===== src/rtl/riscv_pkg.sv =====
// Shared RISC-V core constants used by the fetch path.
package riscv_pkg;

    localparam int unsigned DEFAULT_ADDR_W   = 64;
    localparam int unsigned DEFAULT_INST_W   = 32;
    localparam logic [63:0] DEFAULT_RESET_PC = 64'h0;
    localparam int unsigned PC_INCR          = 4;
    localparam logic [31:0] NOP_INST         = 32'h0000_0013;

endpackage


===== src/rtl/sync_fifo.sv =====
// Synchronous FIFO with extra-MSB pointers, async active-low reset and a flush input.
module sync_fifo #(
    parameter int unsigned WIDTH = 8,
    parameter int unsigned DEPTH = 2
) (
    input  logic                     i_clk,
    input  logic                     i_rst_n,
    input  logic                     i_flush,
    input  logic                     i_push,
    input  logic [WIDTH-1:0]         i_data,
    input  logic                     i_pop,
    output logic [WIDTH-1:0]         o_data,
    output logic                     o_full,
    output logic                     o_empty,
    output logic [$clog2(DEPTH):0]   o_count
);

    localparam int unsigned AW = $clog2(DEPTH);

    logic [AW:0]      r_wr_ptr;
    logic [AW:0]      r_rd_ptr;
    logic [WIDTH-1:0] r_mem [DEPTH];
    logic             w_do_push;
    logic             w_do_pop;

    assign o_empty = (r_wr_ptr == r_rd_ptr);
    assign o_full  = (r_wr_ptr[AW] != r_rd_ptr[AW]) &&
                     (r_wr_ptr[AW-1:0] == r_rd_ptr[AW-1:0]);
    assign o_count = r_wr_ptr - r_rd_ptr;
    assign o_data  = r_mem[r_rd_ptr[AW-1:0]];

    // A push into a full FIFO is legal only when the head leaves in the same cycle.
    assign w_do_pop  = i_pop && !o_empty && !i_flush;
    assign w_do_push = i_push && !i_flush && (!o_full || w_do_pop);

    always_ff @(posedge i_clk or negedge i_rst_n) begin
        if (!i_rst_n) begin
            r_wr_ptr <= '0;
            r_rd_ptr <= '0;
        end else if (i_flush) begin
            r_wr_ptr <= '0;
            r_rd_ptr <= '0;
        end else begin
            if (w_do_push) r_wr_ptr <= r_wr_ptr + (AW+1)'(1);
            if (w_do_pop)  r_rd_ptr <= r_rd_ptr + (AW+1)'(1);
        end
    end

    always_ff @(posedge i_clk) begin
        if (w_do_push) r_mem[r_wr_ptr[AW-1:0]] <= i_data;
    end

    a_no_overflow: assert property (@(posedge i_clk) disable iff (!i_rst_n)
        !(i_push && !i_flush && o_full && !i_pop));

endmodule


===== src/rtl/instr_fetch_unit.sv =====
// Fetch stage: request/response instruction memory port, prefetch FIFO and branch redirect.
module instr_fetch_unit
    import riscv_pkg::*;
#(
    parameter int unsigned        ADDR_W     = DEFAULT_ADDR_W,
    parameter int unsigned        INST_W     = DEFAULT_INST_W,
    parameter int unsigned        FIFO_DEPTH = 2,
    parameter logic [ADDR_W-1:0]  RESET_PC   = ADDR_W'(DEFAULT_RESET_PC)
) (
    input  logic              clk,
    input  logic              reset,
    output logic              mem_req_valid,
    input  logic              mem_req_ready,
    output logic [ADDR_W-1:0] mem_req_addr,
    input  logic              mem_resp_valid,
    input  logic [INST_W-1:0] mem_resp_data,
    input  logic              redirect_valid,
    input  logic [ADDR_W-1:0] redirect_pc,
    output logic              inst_valid,
    input  logic              inst_ready,
    output logic [INST_W-1:0] inst_out,
    output logic [ADDR_W-1:0] inst_pc
);

    localparam int unsigned CW = $clog2(FIFO_DEPTH) + 1;

    logic [ADDR_W-1:0]        r_fetch_pc;
    logic [CW-1:0]            r_discard;

    logic                     w_accept;
    logic [CW-1:0]            w_inflight;
    logic [CW-1:0]            w_inflight_next;
    logic [CW:0]              w_occupancy;
    logic                     w_drop;
    logic                     w_pf_push;
    logic                     w_pf_pop;
    logic                     w_pf_full;
    logic                     w_pf_empty;
    logic [CW-1:0]            w_pf_count;
    logic [INST_W+ADDR_W-1:0] w_pf_head;
    logic [ADDR_W-1:0]        w_rq_pc;
    logic                     w_rq_full;
    logic                     w_rq_empty;

    // Outstanding requests are exactly the occupancy of the request-PC FIFO.
    assign w_occupancy     = {1'b0, w_inflight} + {1'b0, w_pf_count};
    assign mem_req_valid   = reset && !redirect_valid &&
                             (w_occupancy < (CW+1)'(FIFO_DEPTH));
    assign mem_req_addr    = r_fetch_pc;
    assign w_accept        = mem_req_valid && mem_req_ready;
    assign w_inflight_next = w_inflight + CW'(w_accept) - CW'(mem_resp_valid);

    assign w_drop    = redirect_valid || (r_discard != '0);
    assign w_pf_push = mem_resp_valid && !w_drop;
    assign w_pf_pop  = inst_valid && inst_ready && !redirect_valid;

    assign inst_valid = !w_pf_empty;
    assign {inst_out, inst_pc} = inst_valid ? w_pf_head : '0;

    always_ff @(posedge clk or negedge reset) begin
        if (!reset) begin
            r_fetch_pc <= RESET_PC;
        end else if (redirect_valid) begin
            r_fetch_pc <= redirect_pc & ~ADDR_W'(3);
        end else if (w_accept) begin
            r_fetch_pc <= r_fetch_pc + ADDR_W'(PC_INCR);
        end
    end

    always_ff @(posedge clk or negedge reset) begin
        if (!reset) begin
            r_discard <= '0;
        end else if (redirect_valid) begin
            r_discard <= w_inflight_next;
        end else if (mem_resp_valid && (r_discard != '0)) begin
            r_discard <= r_discard - CW'(1);
        end
    end

    sync_fifo #(
        .WIDTH (ADDR_W),
        .DEPTH (FIFO_DEPTH)
    ) u_req_pc_fifo (
        .i_clk   (clk),
        .i_rst_n (reset),
        .i_flush (1'b0),
        .i_push  (w_accept),
        .i_data  (r_fetch_pc),
        .i_pop   (mem_resp_valid),
        .o_data  (w_rq_pc),
        .o_full  (w_rq_full),
        .o_empty (w_rq_empty),
        .o_count (w_inflight)
    );

    sync_fifo #(
        .WIDTH (INST_W + ADDR_W),
        .DEPTH (FIFO_DEPTH)
    ) u_prefetch_fifo (
        .i_clk   (clk),
        .i_rst_n (reset),
        .i_flush (redirect_valid),
        .i_push  (w_pf_push),
        .i_data  ({mem_resp_data, w_rq_pc}),
        .i_pop   (w_pf_pop),
        .o_data  (w_pf_head),
        .o_full  (w_pf_full),
        .o_empty (w_pf_empty),
        .o_count (w_pf_count)
    );

    a_resp_has_request: assert property (@(posedge clk) disable iff (!reset)
        !(mem_resp_valid && w_rq_empty));
    a_accept_has_slot: assert property (@(posedge clk) disable iff (!reset)
        !(w_accept && w_rq_full));
    a_full_means_idle: assert property (@(posedge clk) disable iff (!reset)
        !(w_pf_full && (w_inflight != '0)));

endmodule

===== config.mk =====
export PLATFORM = sky130hd
export DESIGN_NAME = instr_fetch_unit
export DESIGN_NICKNAME = d
export VERILOG_FILES = /design/src/rtl/riscv_pkg.sv /design/src/rtl/sync_fifo.sv /design/src/rtl/instr_fetch_unit.sv
export SDC_FILE = /design/constraint.sdc
export NUM_CORES = 1
export LEC_CHECK = 0
export CORE_MARGIN = 4
export CORE_UTILIZATION = 35
export DETAILED_ROUTE_END_ITERATION = 8
export PLACE_DENSITY = 0.57
export SLEW_MARGIN = 15
export SYNTH_ARGS = -nofsm -noshare
export SYNTH_HDL_FRONTEND = slang
export SYNTH_HIERARCHICAL = 1
export SYNTH_SLANG_ARGS = --single-unit
export TNS_END_PERCENT = 30

===== constraint.sdc =====
create_clock -name clk -period 18.2 [get_ports clk]
set_input_delay 2.73 -clock clk [delete_from_list [all_inputs] [get_ports clk]]
set_output_delay 2.73 -clock clk [all_outputs]
set_load 0.01 [all_outputs]

**Word level (Yosys, flattened, before mapping)**

Memories as Yosys holds them, arrays and structs flattened.
Cells that the tools add are included.

- Register bits after elaboration: 74
- Bits in writable memories: 320
- Memories kept: 2
- Output and inout port bits: 162

- Reduce and logical (&&, ||, !) cells: 29
- Equal/unequal tests: 6
- $lt $le $gt $ge: 1
- Mux-type cells: 13
- Add/subtract/negate cells: 11

Memory list:

| memory | words | width | rd ports | clocked after memory_dff | wr ports | RTL line | source |
|---|---|---|---|---|---|---|---|
| u_prefetch_fifo.r_mem | 2 | 96 | 1 | 0 | 1 | sync_fifo.sv:22 | `logic [WIDTH-1:0] r_mem [DEPTH];` |
| u_req_pc_fifo.r_mem | 2 | 64 | 1 | 0 | 1 | sync_fifo.sv:22 |  |

Operators with widths:

| kind | count |
|---|---|
| $mux 64 | 2 |
| $mux 96 | 1 |
| $add 64x3->64 const B | 1 |
| $logic_and 1x1->1 | 15 |
| $mux 2 | 6 |
| $reduce_bool 2->1 | 5 |
| $add 2x1->2 const B | 4 |
| $logic_not 1->1 | 6 |
| $eq 2x2->1 | 2 |
| $mux 1 | 4 |
| $sub 2x2->2 | 2 |
| $add 2x2->3 | 1 |
| $logic_or 1x1->1 | 3 |
| $lt 3x2->1 const B | 1 |
| $add 2x1->2 | 1 |
| $eq 1x1->1 | 2 |
| $ne 1x1->1 | 2 |
| $sub 2x1->2 | 1 |
| $sub 2x1->2 const B | 1 |

**Depth between registers and ports, before layout**

Gate-level depths: netlist (run 1).

- Depth after elaboration: 10
- Gate-level depth with buffers: 13
- Depth with buffers taken out: 12

**Modules after synthesis**

Netlist (run 1), hierarchy kept.

Modules (own cells, without submodules):

| module | cells each | instances | area an instance (um^2) | seq. area each (um^2) |
|---|---|---|---|---|
| sync_fifo at u_prefetch_fifo | 334 | 1 | 7,215.7 | 5,865.6 |
| sync_fifo at u_req_pc_fifo | 235 | 1 | 4,902.2 | 3,943.8 |
| instr_fetch_unit | 568 | 1 | 4,624.4 | 1,601.5 |

**Worst setup path before layout (run 1)**

OpenSTA, ideal clock, no wires.

- Path type: input-to-reg
- Start point: in redirect_valid
- End point: mem u_prefetch_fifo/r_mem[1][0] (netlist bit) (enable)
- Library setup time: 0.669 ns
- Slack: 7.049 ns
- Arrival time: 10.482 ns
- Stages on the path: 7
- Data required time: 17.531 ns
- Path through: buf_2 buf_1 clkbuf_1 nor3b_1 nand2b_1 o21ai_0 nor3_1

- Word-level cells in the longest chain between the ends: 8

RTL lines:

| element | RTL line | source |
|---|---|---|
| from (decl) | instr_fetch_unit.sv:17 | `input logic redirect_valid,` |
| $logic_not 1->1 | instr_fetch_unit.sv:55 | `assign w_pf_pop = inst_valid && inst_ready && !redirect_valid;` |
| $logic_and 1x1->1 | instr_fetch_unit.sv:55 |  |
| net w_pf_pop | instr_fetch_unit.sv:36 | `logic w_pf_pop;` |
| $logic_and 1x1->1 (2 in series) | sync_fifo.sv:33 | `assign w_do_pop = i_pop && !o_empty && !i_flush;` |
| $logic_or 1x1->1 | sync_fifo.sv:34 | `assign w_do_push = i_push && !i_flush && (!o_full \|\| w_do_pop);` |
| $logic_and 1x1->1 | sync_fifo.sv:34 |  |
| $mux 1 | sync_fifo.sv:50 | `if (w_do_push) r_mem[r_wr_ptr[AW-1:0]] <= i_data;` |
| $mux 1 (implied by the code) | sync_fifo.sv:50 |  |
| to (decl) | sync_fifo.sv:22 |  |

The timed path passes the listed nets, and every way through them passes these cells.

**Worst setup path in the final report (run 1)**

- Start point: in reset
- End point: out mem_req_valid

- Word-level cells in the longest chain between the ends: 2

RTL lines:

| element | RTL line | source |
|---|---|---|
| from (decl) | instr_fetch_unit.sv:11 | `input logic reset,` |
| $logic_and 1x1->1 (2 in series) | instr_fetch_unit.sv:47 | `assign mem_req_valid = reset && !redirect_valid &&` |
| to (decl) | instr_fetch_unit.sv:12 | `output logic mem_req_valid,` |

Every way passes these cells.

==> metrics.txt, run 1 <==
Max Fanout on Critical Path=23; Clk Tree Root Cell=clkbuf_16; Yosys warning total=6; Post-Synthesis Cell Area=16,700 sq um; Max H-tree Level=2; Reg area=11,400 sq um; status=complete, no violations; maximum number of pins on one net before global-route repair=91; aggregate global-route resource usage=16.7%; combined area of the multi-input logic cells=5050 sq um; proportion of power drawn by the clock network=38.6%; total clock buffers created by CTS=45; area of the core=47,000 sq um; fillers=4,177; clk_skew=0.0209 ns; number of antenna cells inserted=0; Die Ht=227 um; die extent in x=227 um; 1st-iter DRT viols=602; vias in the first global route=10,323; total power density per cell area=104 nW/um^2; routed vias=9,988; number of buffers added for setup after CTS=0; peak supply drop=0.0610 mV; Resize count post-CTS=0; arrival time of data at the critical path endpoint=4.02 ns; register-to-register setup slack=13.18 ns; Sw Share=24.0%; Post-Synthesis Mean Instance Area=14.7 sq um; combinational power share=13.4%; final number of hold-violating endpoints=0; first-pass GRT wire length=64.7 mm; switching power summed over all nets=0.537 mW; clock tree from TritonCTS=yes; number of sinks handled by clock tree synthesis=392; # hold bufs at CTS=0; final critical-path required period=6.75 ns; Syn Inst Count=1,136; initial antenna violation count=2; Skew-Pair Late Insertion Delay=0.56 ns; total iterations of the first detailed-routing run=5; max-capacitance violation count=0; worst hold path type=flop to flop; vias per std cell=4.86; LEAKAGE=7.11 nW; maximum clock frequency=0.148 GHz; final estimated routing congestion in global placement=0.759; post-synthesis to final-layout area growth=28.0%; remaining design rule violation count=0; wire per inst=20.9 um; Fin Setup TNS=0 ns; number of core rows=79; CP Launch Type=input port; relative slew slack=27.6%; Crit. End Element=output pin; buffer depth of the longest clock path=3; cell internal pwr=1.70 mW; slew at the pin closest to its max-slew limit=1.09 ns; Design Power=2.23 mW; fraction of layout instances using a drive strength above 1=18.8%; Data required, critical path=15.47 ns; sequential power share=48.0%; final net count=1,521; Final ANT Viol Nets=0; total detailed-routing wirelength=43.0 mm; detailed placement HPWL=28.3 mm; area of the die=51,400 sq um; input/output buffers=259; final worst-path cycle share=37.1%; final global-route overflow total=0; IO Count=264; initial standard-cell utilization of the core=35.6%; unrepaired setup endpoints after global routing=no; CTS clock-pin slew for the worst setup and hold paths=0.05 ns; final setup violating endpoints=0; Slew Viols, Final=0; startpoint-to-endpoint class of the critical path=input port to output pin
==> cell usage in the layout (no fill, tap or decap), types with 5 or more instances in the layout <==
cell               n
clkbuf_16         47
o211ai_1           7
edfxtp_1         320
o21ai_0           55
nor3_2             5
inv_1             19
nand3_1           27
clkinv_1          12
ha_1               6
xnor2_1           39
and4_1             5
clkbuf_1          13
conb_1             7
or4_1              5
xor2_1            23
nor3_1            15
nor2b_1          100
a21oi_1            5
nand4_1           17
buf_4             17
dfrtp_1           70
nor4_1            15
mux2_2           169
nor2_1            33
nand2_1           89
clkdlybuf4s50_1  257
==> routing by layer <==
layer  wire length [um]  vias to the layer above  track usage (%)
met5                 29                        -                0
li1                   -                     4728                -
met3               2470                       67             4.01
met1              19100                     4950             23.0
met2              20500                      239             27.0
met4                894                        4             4.05
==> power groups by stage <==
stage	combinational (mW)	sequential (mW)	clock (mW)
after CTS	0.307	1.07	0.890
after global routing	0.328	1.08	0.929
after floorplan	0.163	1.08	0
after global placement	0.302	1.09	0
final	0.299	1.07	0.861
after detailed placement	0.305	1.09	0
==> area by class of cell <==
| class | count | area share, % |
|---|---|---|
| repair buffers | 274 | 12.6 |
| multi-input cells | 680 | 23.6 |
| inverters | 19 | 0.333 |
| flip-flops and latches | 392 | 53.3 |
| clock buffers | 64 | 5.97 |
| well taps | 607 | 3.54 |
| clock inverters | 20 | 0.677 |
==> flip-flops by register name, summed over array words and instances, names as in the netlist <==
| register | flops |
|---|---|
| mem_req_addr | 62 |
| r_discard | 2 |
| u_prefetch_fifo/r_mem | 192 |
| u_prefetch_fifo/r_rd_ptr | 2 |
| u_prefetch_fifo/r_wr_ptr | 2 |
| u_req_pc_fifo/r_mem | 128 |
| u_req_pc_fifo/r_rd_ptr | 2 |
| u_req_pc_fifo/r_wr_ptr | 2 |
==> stage by stage <==
step | hold WS [ns] | setup WS [ns] | cell area, sq um | instances | utilization, %
global placement | 0.533 | 11.44 | 20000 | 1972 | 42.6
floorplan | 0.516 | 7.05 | 16800 | 1142 | -
CTS | 0.550 | 11.42 | 21400 | 2056 | 45.6
global route | 0.553 | 11.35 | 21400 | 2056 | 45.6
detailed placement | 0.537 | 11.43 | 20000 | 1972 | 42.6
finish | 0.536 | 11.45 | 21400 | 2056 | 45.6
==> worst paths after layout <==
kind                                                          to  depth (start not counted)                                     from
setup reg to reg            u_req_pc_fifo/r_mem[0][42]$_DFFE_PP_                         10  u_prefetch_fifo/r_rd_ptr[0]$_DFFE_PN0P_
setup / recovery                                   mem_req_valid                          3                                    reset
hold / removal              u_req_pc_fifo/r_mem[1][63]$_DFFE_PP_                          0             mem_req_addr[63]$_DFFE_PN0P_
max in group asynchronous  u_req_pc_fifo/r_rd_ptr[0]$_DFFE_PN0P_                          2                                    reset
min in group asynchronous  u_req_pc_fifo/r_wr_ptr[0]$_DFFE_PN0P_                          1                                    reset
hold reg to reg             u_req_pc_fifo/r_mem[1][63]$_DFFE_PP_                          0             mem_req_addr[63]$_DFFE_PN0P_
==> critical path: stages <==
cell	delay, ns
buf_4	0.30
nor4b_4	0.30
clkdlybuf4s50_1	0.66
No activity file was read; power rests on OpenSTA's default activity.
==> inputs of run 2 (changes only) <==
clock period = 6.8 ns   (was 18.2 ns; I/O delays follow)
==> metrics.txt, run 2 (same netlist as run 1, synthesis figures left out) <==
Resize count post-CTS=0; Fin Setup TNS=0 ns; IO Count=264; CP Launch Type=flop; final critical-path required period=4.79 ns; Data required, critical path=5.78 ns; max-capacitance violation count=0; number of antenna cells inserted=0; Cells after DPL=1,970; input/output buffers=259; Max H-tree Level=2; peak supply drop=0.148 mV; Max Fanout on Critical Path=62; status=complete, no violations; maximum number of pins on one net before global-route repair=75; worst hold path type=input port to async pin; flip-flop count of the largest register, all copies and words added=192; fraction of layout instances using a drive strength above 1=18.7%; vias in the first global route=10,238; Die Ht=227 um; Design Power=5.90 mW; Final ANT Viol Nets=0; relative slew slack=30.9%; remaining design rule violation count=0; fraction of the core area covered by cells at the end of the flow=45.5%; total clock buffers created by CTS=45; buffer depth of the longest clock path=3; vias per std cell=4.89; number of core rows=79; CTS clock-pin slew for the worst setup and hold paths=0.06 ns; # hold bufs at CTS=0; detailed placement HPWL=28.3 mm; arrival time of data at the critical path endpoint=3.77 ns; number of buffers added for setup after CTS=0; area of the core=47,000 sq um; initial standard-cell utilization of the core=35.6%; unrepaired setup endpoints after global routing=no; wire per inst=20.7 um; final estimated routing congestion in global placement=0.771; total detailed-routing wirelength=42.5 mm; final global-route overflow total=0; routed vias=10,042; total iterations of the first detailed-routing run=5; post-route non-filler standard cell count=2,053; final number of hold-violating endpoints=0; maximum clock frequency=0.209 GHz; first-pass GRT wire length=63.4 mm; final worst-path cycle share=70.4%; most common library cell in the layout ignoring fill and taps=edfxtp_1; final setup violating endpoints=0; initial antenna violation count=1; Crit. End Element=output pin; area of the die=51,400 sq um; startpoint-to-endpoint class of the critical path=flop to output pin; 1st-iter DRT viols=601; Slew Viols, Final=0; top library cells by usage in the layout, fill and taps aside=edfxtp_1, clkdlybuf4s50_1, mux2_2; Clk Tree Root Cell=clkbuf_16; clock tree from TritonCTS=yes; aggregate global-route resource usage=16.4%; number of sinks handled by clock tree synthesis=392; slew at the pin closest to its max-slew limit=1.04 ns; die extent in x=227 um; clk_skew=0.0180 ns; Skew-Pair Late Insertion Delay=0.56 ns; LEAKAGE=7.08 nW; post-synthesis to final-layout area growth=27.6%; final net count=1,519; total power density per cell area=276 nW/um^2
-- run 2: final cells by class --
cell class	instances	area [sq um]
Fill cell	4216	25600
Tap cell	607	759
Timing Repair Buffer	272	2690
Clock buffer	73	1300
Sequential cell	392	11400
Inverter	19	71.3
Multi-Input combinational cell	680	5050
Clock inverter	10	65.1
-- run 2: final timing paths --
path                                                    startpoint  cells after the start                                       to  slack (ns)
setup reg to reg           u_prefetch_fifo/r_rd_ptr[0]$_DFFE_PN0P_                     10     u_req_pc_fifo/r_mem[1][38]$_DFFE_PP_        2.10
hold reg to reg                       mem_req_addr[63]$_DFFE_PN0P_                      0     u_req_pc_fifo/r_mem[0][63]$_DFFE_PP_        0.55
min in group clk                      mem_req_addr[63]$_DFFE_PN0P_                      0     u_req_pc_fifo/r_mem[0][63]$_DFFE_PP_        0.55
hold / removal                                               reset                      1  u_prefetch_fifo/r_rd_ptr[1]$_DFFE_PN0P_        0.41
max in group asynchronous                                    reset                      2    u_req_pc_fifo/r_rd_ptr[0]$_DFFE_PN0P_        5.26
setup / recovery           u_prefetch_fifo/r_rd_ptr[0]$_DFFE_PN0P_                      5                              inst_pc[17]        2.01
-- run 2: routing by layer --
layer	up-vias	share of wire [%]	wire (um)	GRT usage, %
met5	-	0.047	20	0
met4	2	2.3	971	4.91
met3	62	4.9	2080	3.24
met2	244	48	20400	27.0
met1	5006	45	19100	22.1
li1	4728	-	-	-
-- run 2: power by group --
| part | internal, mW | switching, mW |
|---|---|---|
| combinational | 0.407 | 0.413 |
| sequential | 2.75 | 0.101 |
| clock | 1.31 | 0.921 |
-- run 2: through the flow --
step	instance area, sq um	setup slack, ns	hold slack, ns
2_1_floorplan	16800	-2.64	0.516
3_3_place_gp	20000	2.06	0.525
3_5_place_dp	20000	1.97	0.532
4_1_cts	21400	1.75	0.382
5_1_grt	21400	1.65	0.416
6_report	21400	2.01	0.410
-- run 2: worst max-delay path, stage by stage (launching register included) --
cell and delay (ns):
dfrtp_4 0.97, ha_1 0.33, and2_4 0.71, buf_4 0.52, nor2b_1 0.15, clkdlybuf4s50_1 0.51
==> inputs of run 3 (changes only) <==
clock period = 5 ns   (was 6.8 ns; I/O delays follow)
==> metrics.txt, run 3 (same netlist as run 1, synthesis figures left out) <==
Max Fanout on Critical Path=29; total iterations of the first detailed-routing run=5; final global-route overflow total=0; Skew-Pair Late Insertion Delay=0.57 ns; number of sinks handled by clock tree synthesis=392; final setup violating endpoints=0; Crit. End Element=output pin; combinational power share=14.0%; sequential power share=47.8%; # hold bufs at CTS=0; final worst-path cycle share=84.1%; remaining design rule violation count=0; proportion of power drawn by the clock network=38.2%; IO Count=264; Fin Setup TNS=0 ns; slew at the pin closest to its max-slew limit=1.11 ns; maximum number of pins on one net before global-route repair=78; cell internal pwr=6.11 mW; input/output buffers=259; summed area of non-filler cells in the final layout=21,400 sq um; clk_skew=0.0263 ns; post-synthesis to final-layout area growth=28.1%; post-placement worst setup slack=0.801 ns; Sw Share=24.5%; arrival time of data at the critical path endpoint=3.45 ns; flip-flop count of the largest register, all copies and words added=192; Data required, critical path=4.25 ns; die extent in x=227 um; fraction of layout instances using a drive strength above 1=19.1%; initial standard-cell utilization of the core=35.6%; final net count=1,522; Final ANT Viol Nets=0; maximum clock frequency=0.238 GHz; initial antenna violation count=1; final number of hold-violating endpoints=0; first-pass GRT wire length=64.3 mm; status=complete, no violations; top library cells by usage in the layout, fill and taps aside=edfxtp_1, clkdlybuf4s50_1, mux2_2; clock tree from TritonCTS=yes; final estimated routing congestion in global placement=0.768; peak supply drop=0.188 mV; max-capacitance violation count=0; detailed placement HPWL=27.8 mm; vias in the first global route=10,436; Slew Viols, Final=0; aggregate global-route resource usage=16.6%; Resize count post-CTS=0; Worst Setup SP=u_prefetch_fifo/r_rd_ptr[0]$_DFFE_PN0P_; source of the worst register-to-register timing path=u_prefetch_fifo/r_rd_ptr[0]$_DFFE_PN0P_; total clock buffers created by CTS=44; post-layout worst setup margin=0.797 ns; buffer depth of the longest clock path=3; final critical-path required period=4.20 ns; Post-DP Area=20,100 sq um; wire per inst=21.0 um; area of the die=51,400 sq um; worst hold path type=input port to async pin; relative slew slack=25.7%; total power density per cell area=378 nW/um^2; routed vias=10,086; CTS clock-pin slew for the worst setup and hold paths=0.06 ns; fraction of the core area covered by cells at the end of the flow=45.7%; number of core rows=79; 1st-iter DRT viols=653; area of the core=47,000 sq um; LEAKAGE=7.12 nW; total detailed-routing wirelength=43.1 mm; Max H-tree Level=2; vias per std cell=4.91; most common library cell in the layout ignoring fill and taps=edfxtp_1; Die Ht=227 um; startpoint-to-endpoint class of the critical path=flop to output pin; unrepaired setup endpoints after global routing=no; number of buffers added for setup after CTS=0; switching power summed over all nets=1.99 mW; Clk Tree Root Cell=clkbuf_16; CP Launch Type=flop
## run 3: changes by cell type in the layout (fill, tap and decap cells not counted), sizes merged
cell,before,now
clkbuf,73,64
clkinv,7,12
buf,15,19
bufinv,0,2
clkinvlp,0,1
diode,0,1
inv,22,21
## run 3: critical path, cell delays in order, from the launching register on
cell             delay [ns]
dfrtp_4                0.69
ha_1                   0.46
inv_1                  0.08
and2_1                 0.17
fa_1                   0.52
nor4b_4                0.32
clkdlybuf4s50_1        0.64
## run 3: power by group through the flow
stage	sequential [mW]	clock, mW	combinational (mW)
2_1_floorplan	3.92	0	0.594
3_3_place_gp	3.94	0	1.14
3_5_place_dp	3.94	0	1.15
4_1_cts	3.88	3.19	1.16
5_1_grt	3.90	3.33	1.23
6_report	3.87	3.09	1.14
## run 3: metrics by stage
stage               total power, mW  instances  hold WS (ns)
floorplan                      4.52       1142         0.454
global placement               5.07       1974         0.541
detailed placement             5.09       1974         0.535
CTS                            8.22       2055        0.0265
global route                   8.46       2055        0.0358
finish                         8.10       2056        0.0635
## run 3: final timing paths
check	to	cells past startpoint	slack, ns
min in group clk	u_req_pc_fifo/r_mem[0][63]$_DFFE_PP_	0	0.54
hold / removal	u_prefetch_fifo/r_wr_ptr[1]$_DFFE_PN0P_	1	0.06
hold reg to reg	u_req_pc_fifo/r_mem[0][63]$_DFFE_PP_	0	0.54
setup reg to reg	u_req_pc_fifo/r_mem[0][29]$_DFFE_PP_	10	0.82
max in group asynchronous	u_req_pc_fifo/r_rd_ptr[0]$_DFFE_PN0P_	2	3.68
setup / recovery	mem_req_valid	6	0.80
## run 3: metal layers
layer / global-route usage [%] / part of all wire, % / vias up
li1: - / - / 4732
met2: 27.4 / 48 / 291
met1: 22.1 / 43 / 4999
met3: 4.03 / 6.2 / 62
met5: 0 / 0.030 / -
met4: 4.52 / 2.4 / 2
## run 3: layout make-up
| type | instances | area [sq um] |
|---|---|---|
| well taps | 607 | 759 |
| clock inverters | 17 | 144 |
| repair buffers | 276 | 2740 |
| diodes | 1 | 2.50 |
| multi-input cells | 680 | 5080 |
| flip-flops and latches | 392 | 11400 |
| clock buffers | 64 | 1230 |
| inverters | 19 | 71.3 |
| fillers | 4157 | 25500 |
